## src/rtl/viterbi_dec.sv

```systemverilog
// Hard-decision Viterbi decoder for the rate-1/2, K=3 (7,5 octal) convolutional code.
// Four-state ACS with register-exchange survivors and per-step metric renormalisation.
module viterbi_dec #(
  parameter int TB_DEPTH = 15,
  parameter int METRIC_W = 4
) (
  input  logic       clk,
  input  logic       reset,
  input  logic [1:0] y_in,
  input  logic       in_valid,
  output logic       x_out,
  output logic       out_valid
);

  localparam int CNT_W = $clog2(TB_DEPTH + 1);
  localparam logic [CNT_W-1:0] DEPTH = CNT_W'(TB_DEPTH);

  // Handshake: y_in is consumed on every rising clk with in_valid high (no back-pressure);
  // out_valid is a one-cycle strobe following each accepted symbol once D symbols have been seen.

  logic [METRIC_W-1:0] pm        [4];
  logic [TB_DEPTH-1:0] surv      [4];
  logic [CNT_W-1:0]    cnt;

  logic [METRIC_W-1:0] c0        [4];
  logic [METRIC_W-1:0] c1        [4];
  logic [3:0]          sel;
  logic [METRIC_W-1:0] cand_sel  [4];
  logic [METRIC_W-1:0] pm_next   [4];
  logic [TB_DEPTH-1:0] surv_next [4];
  logic [METRIC_W-1:0] min_c;
  logic [1:0]          best;

  // Hamming distance between y and the symbol emitted leaving state p on input a.
  function automatic logic [1:0] branch_metric(input logic [1:0] p, input logic a,
                                                input logic [1:0] y);
    logic [1:0] expct;
    logic [1:0] d;
    expct = {a ^ p[0] ^ p[1], a ^ p[1]};
    d     = expct ^ y;
    return {1'b0, d[1]} + {1'b0, d[0]};
  endfunction

  always_comb begin : acs
    logic [1:0] ns;
    logic [1:0] p0;
    logic [1:0] p1;
    ns    = '0;
    p0    = '0;
    p1    = '0;
    min_c = '0;
    best  = '0;
    for (int i = 0; i < 4; i++) begin
      ns           = 2'(i);
      p0           = {1'b0, ns[1]};
      p1           = {1'b1, ns[1]};
      c0[i]        = pm[p0] + METRIC_W'(branch_metric(p0, ns[0], y_in));
      c1[i]        = pm[p1] + METRIC_W'(branch_metric(p1, ns[0], y_in));
      sel[i]       = (c1[i] < c0[i]);
      cand_sel[i]  = sel[i] ? c1[i] : c0[i];
      surv_next[i] = sel[i] ? {surv[p1][TB_DEPTH-2:0], ns[0]}
                            : {surv[p0][TB_DEPTH-2:0], ns[0]};
    end
    min_c = cand_sel[0];
    for (int i = 1; i < 4; i++) begin
      if (cand_sel[i] < min_c) min_c = cand_sel[i];
    end
    // Descending scan so the lowest index holding the minimum wins ties.
    for (int i = 3; i >= 0; i--) begin
      if (cand_sel[i] == min_c) best = 2'(i);
    end
    for (int i = 0; i < 4; i++) begin
      pm_next[i] = cand_sel[i] - min_c;
    end
  end

  always_ff @(posedge clk or posedge reset) begin
    if (reset) begin
      // Bias off-zero states so decoding starts from the encoder's known all-zero state.
      pm[0] <= '0;
      pm[1] <= METRIC_W'(4);
      pm[2] <= METRIC_W'(4);
      pm[3] <= METRIC_W'(4);
      for (int i = 0; i < 4; i++) surv[i] <= '0;
      cnt       <= '0;
      x_out     <= 1'b0;
      out_valid <= 1'b0;
    end else if (in_valid) begin
      for (int i = 0; i < 4; i++) begin
        pm[i]   <= pm_next[i];
        surv[i] <= surv_next[i];
      end
      if (cnt != DEPTH) cnt <= cnt + 1'b1;
      x_out     <= surv_next[best][TB_DEPTH-1];
      out_valid <= (cnt >= DEPTH - 1'b1);
    end else begin
      out_valid <= 1'b0;
    end
  end

endmodule
```

## config.mk

```make
export PLATFORM = sky130hd
export DESIGN_NAME = viterbi_dec
export DESIGN_NICKNAME = d
export VERILOG_FILES = /design/src/rtl/viterbi_dec.sv
export SDC_FILE = /design/constraint.sdc
export NUM_CORES = 1
export LEC_CHECK = 0
export ABC_AREA = 0
export BUFFER_PORTS_ARGS = -buffer_cell sky130_fd_sc_hd__buf_2
export CAP_MARGIN = 10
export CORE_ASPECT_RATIO = 1.4
export CORE_UTILIZATION = 65
export DETAILED_ROUTE_END_ITERATION = 6
export HOLD_SLACK_MARGIN = 0.12
export PLACE_DENSITY = 0.89
export SLEW_MARGIN = 20
export SYNTH_ARGS = -nofsm -noshare
export SYNTH_HDL_FRONTEND = slang
export SYNTH_SLANG_ARGS = --single-unit
```

## constraint.sdc

```tcl
create_clock -name clk -period 19.5 [get_ports clk]
set_input_delay 0.975 -clock clk [delete_from_list [all_inputs] [get_ports clk]]
set_output_delay 0.975 -clock clk [all_outputs]
set_load 0.01 [all_outputs]
```

== After elaboration in Yosys (flattened, before gate mapping) ==
Cells that the tools add are included.
W data, S select, Z words.

* $add $sub $neg: 17
* Magnitude comparators: 9
* Equal/unequal tests: 5
* Multiplexer cells: 19
* Bitwise logic cells: 4
* Reduce and logical (&&, ||, !) cells: 1

{| class="wikitable"
|+ Operators with widths
! cell !! number
|-
| $mux W15 || 6
|-
| $add A4 B2 Y4 || 8
|-
| $bmux W15 S2 || 1
|-
| $lt A4 B4 Y1 || 7
|-
| $mux W4 || 7
|-
| $eq A4 B4 Y1 || 4
|-
| $sub A4 B4 Y4 || 4
|-
| $add A1 B1 Y2 || 4
|-
| $mux W2 || 4
|-
| $add A4 B1 Y4 const B || 1
|-
| $ge A4 B4 Y1 const B || 1
|-
| $ne A4 B4 Y1 const B || 1
|-
| $ge A3 B3 Y1 const B || 1
|-
| $not A2 Y3 || 1
|-
| $not A1 Y1 || 2
|-
| $not A2 Y2 || 1
|-
| $reduce_and A2 Y1 || 1
|-
| $mux W1 || 1
|}

* Register bits after elaboration: 78
* Input bits: 5
* Output and inout bits: 2
* Word-level logic and storage cells: 66

== Logic depth before layout (Yosys ltp) ==
* Depth after elaboration: 20
* Gate-level depth with buffers: 42
* Depth with buffers taken out: 41

== Worst setup path after synthesis ==
OpenSTA, ideal clock, no wires.

* Path type: input to register
* Start: input port y_in[0]
* End: register x_out
* Setup time: 0.137 ns
* Arrival: 8.016 ns
* Required time: 19.363 ns
* Setup slack: 11.346 ns
* Cell stages on the path: 39
* Path buffers: 1
* Cells stage by stage: inv_1 ha_1 ha_1 nor2b_1 o21ai_0 o21ai_0 and2_1 xor2_1 ha_1 nand3b_4 o221a_1 buf_2 o21ai_0 inv_1 ha_1 nor2b_1 o2111ai_1 nand3b_2 [3 not listed] nand3_1 nand2_1 a31oi_1 mux2i_1 ha_1 a21oi_1 o211a_1 a31o_2 a21boi_0 a31oi_1 a41o_1 ha_1 and3_1 o41ai_4 o31ai_4 mux2i_1 mux2i_1 o221ai_1

* Cells in the longest elaborated chain, start to end: 20
* Elaborated cells between the ends (all ways): 44
* Those cells by class: 12 x add/sub; 7 x order compare; 4 x eq/ne; 18 x mux; 3 x bitwise

{| class="wikitable"
|+ Ends and longest elaborated chain
! element !! line !! RTL
|-
| start, declared || 9 || <nowiki>input logic [1:0] y_in,</nowiki>
|-
| $not A2 Y2 (no line) || - ||
|-
| $add A1 B1 Y2 || 41 || <nowiki>return {1'b0, d[1]} + {1'b0, d[0]};</nowiki>
|-
| $add A4 B2 Y4 (on tied branches) || 57, 58 ||
|-
| $lt A4 B4 Y1 || 59 || <nowiki>sel[i] = (c1[i] < c0[i]);</nowiki>
|-
| $mux W4 || 60 || <nowiki>cand_sel[i] = sel[i] ? c1[i] : c0[i];</nowiki>
|-
| $lt A4 B4 Y1 || 66 || <nowiki>if (cand_sel[i] < min_c) min_c = cand_sel[i];</nowiki>
|-
| $mux W4 || 66 ||
|-
| $lt A4 B4 Y1 || 66 ||
|-
| $mux W4 || 66 ||
|-
| $lt A4 B4 Y1 || 66 ||
|-
| $mux W4 || 66 ||
|-
| $eq A4 B4 Y1 || 70 || <nowiki>if (cand_sel[i] == min_c) best = 2'(i);</nowiki>
|-
| $mux W2 (4 in a row) || 70 ||
|-
| $not A2 Y3 (not written as such) || 94 || <nowiki>x_out <= surv_next[best][TB_DEPTH-1];</nowiki>
|-
| $bmux W15 S2 (*) || 94 ||
|-
| $mux W15 (not written as such) (*) (2 in a row) || 94 ||
|-
| end signal, assigned || 94 ||
|-
| end, declared || 11 || <nowiki>output logic x_out,</nowiki>
|}

Every way passes the cells marked *; elsewhere a longest branch is shown, timed or not. The select of a mux whose other input is x is not followed.
A chain may end at the register's enable or synchronous reset.

== Worst setup path after layout ==
Same ends and word-level chain as after synthesis.

==> results.md <==
* Outcome: completed
* I/O Buffers at 6
* Post-route setup slack at 10.09 ns
* Layout cell share with drive strength beyond 1 at 10.9%
* Setup Buffers After CTS at 0
* DRC Markers at 0
* RePlAce Congestion at 0.959
* Mapped Cells at 606
* Most frequent CP cell: ha_1
* Mean Syn Cell Area at 9.14 um^2
* Seq/Total Area, Yosys at around a third
* # diodes at 0
* Hold path depth at 1
* Ys flop type: dfrtp_1
* CTS Root Cell: clkbuf_16
* Worst Setup Path Type: input port to register
* Pre-CTS WS at 9.61 ns
* Area of the multi-input gates at about 3500 um^2
* Max frequency at 0.106 GHz
* Max_cap viols at 0
* Clock-pin transition on the worst setup and hold timing paths at around 0.05 ns
* Asr flop ratio synth at 100%
* CP endpoint kind: register
* Req. time, crit path at 19.70 ns
* Initial antenna violation count at 0
* Number of global-route vias before repair at 4561
* Startpoint Class: input port
* CTS Buf Count at 9
* Starting Density at 67.6%
* I/O pins at 7
* Gr ovfl total at 0
* PostCTS Resize Cnt at 0
* WP data arrival at 9.61 ns
* Die area at 8900 um^2
* FF-to-FF setup slack at 10.85 ns
* Number of synthesized flops with an enable pin at 0
* Hold_sp: surv[0]
* Setup Skew at 0.00740 ns
* Commonest cells after routing, fill and taps aside: dfrtp_1, nand2_1, nor2_1, ha_1, a21oi_1
* Synth Cell Area at 5540 um^2
* CTS H-tree depth at 3
* Post-Route WL at 12.4 mm
* Wirelength per Cell at 17.5 um
* Crit Reg-Reg Endpoint: x_out
* Critical path's slowest cell: o221a_1
* Fin crit share at between 40% and 50%
* Hold crit path type: register to register
* Placed Cells at 694
* Post-Layout Cell Count at 709
* Antenna-violating nets left at 0
* Mapped Nets at 676
* Final Slew Violations at 0
* Distinct cells, synth at slightly above 70
* Setup tns final at 0 ns
* Worst Hold End: surv[0]
* Max clock buf depth at 2
* #FFs+latches synth at 73
* Core box area at 8200 um^2
* Vias at 4454
* Crit-path max cell delay at 0.71 ns
* TritonRoute pass-1 iters at 5
* Final Hold Vio Count at 0
* Synth warnings at 0
* Nets at 673
* Die width at 80.0 um
* Num rows at 39
* Clk sinks at 73
* FF/Latch Area at 1830 um^2
* Crit-path max FO at 17
* Initial DRC count at 278
* R2R depth at 36
* First-pass GRT wire length at around 21 mm
* Die Height at 111 um
* Total Routing Usage GR at between 30% and 40%
* Filler cells at 572
* Largest net degree at the start of global routing at 91
* Final HPWL DP at 9.13 mm
* Final setup vio count at 0
* CTS tree: done
* Worst r2r src: pm[12]
* Syn-to-layout area delta at 7.88%
* Worst-Skew Late Latency at 0.34 ns
* Post-CTS Hold Fix Bufs at 0
* Most common cell after layout, fill and taps aside: dfrtp_1
* Via density per instance at 6.28
* Max_slew headroom at a little over 40%
* Final min period at 9.41 ns
* RSZ-0062 raised after global routing: no
* Worst Tran Pin Value at just under 0.9 ns
==> synth_stat cells, types with 4 or more instances <==
| master | instances | area share, % |
|---|---|---|
| nand2b_1 | 4 | 0.45 |
| a21o_1 | 9 | 1.2 |
| o21ai_0 | 15 | 1.4 |
| nand3_1 | 7 | 0.63 |
| nand2_1 | 69 | 4.7 |
| ha_1 | 58 | 13 |
| a21oi_1 | 52 | 4.7 |
| fa_1 | 7 | 2.5 |
| clkbuf_1 | 20 | 1.4 |
| and2_1 | 4 | 0.45 |
| dfrtp_1 | 70 | 32 |
| o22ai_1 | 4 | 0.45 |
| xor2_1 | 10 | 1.6 |
| nor2_1 | 66 | 4.5 |
| mux2_2 | 8 | 1.6 |
| xnor2_1 | 22 | 3.5 |
| o31a_1 | 4 | 0.63 |
| nor2b_1 | 9 | 1.0 |
| a31oi_1 | 24 | 2.7 |
| mux2i_1 | 30 | 5.4 |
| inv_1 | 38 | 2.6 |
==> kinds of logic (layout without fill, tap and decap cells) <==
kind of cell	after synthesis	count (layout)	share of synthesized area [%]
AOI/OAI and AO/OA	149	149	19.0
xor gates and xnor gates	33	33	5.47
adders and majority gates	66	66	15.8
buffers and inverters	65	66	4.45
DFF	73	73	33.0
muxes	39	39	7.29
and+or+nand+nor	181	181	14.9
==> how the worst max path moves through the flow <==
stage	from	end	slack, ns	cells after the start
after floorplan	y_in[0]	x_out	11.35	39
after global placement	y_in[0]	x_out	10.19	40
after detailed placement	y_in[0]	x_out	9.61	40
after CTS	y_in[0]	x_out	9.86	40
after global routing	y_in[0]	x_out	9.45	39
final	y_in[0]	x_out	10.09	39
==> registers in the layout, indices dropped and copies added (netlist names) <==
register   cells
surv          51
pm            16
cnt            4
out_valid      1
x_out          1
==> metrics by stage <==
step	hold WS [ns]	cell area (um^2)	utilization (%)
after floorplan	0.437	5540	-
after global placement	0.451	5640	68.8
after detailed placement	0.478	5640	68.8
after CTS	0.494	5970	72.8
after global routing	0.506	5980	72.9
final	0.487	5980	72.9
==> metal layers <==
layer  track usage (%)  part of all wire [%]  vias to the layer above
met4              20.6                   5.9                        0
met1              34.3                    38                     2166
met2              50.6                    52                      127
met5                 0                     0                        -
met3              6.75                   4.5                       54
li1                  -                     -                     2107
==> worst max-delay path: cells and delay by family <==
kind                       cells  cell delay (ns)
buffers and inverters          5             0.44
and+or+nand+nor                5             0.91
xor gates and xnor gates       1             0.14
AOI/OAI and AO/OA             16             4.18
muxes                          4             0.80
adders and majority gates      8             2.12
==> layout make-up <==
class                           instances  share of cell area [%]
Tap cell                              102                    2.14
Multi-Input combinational cell        468                    58.1
Clock inverter                          4                    1.28
Clock buffer                           11                    4.23
Timing Repair Buffer                   10                    1.05
Inverter                               41                    2.57
Sequential cell                        73                    30.6
Power is not shown: default switching activity piles up to over one toggle a cycle in this logic, so the estimate is an artifact.
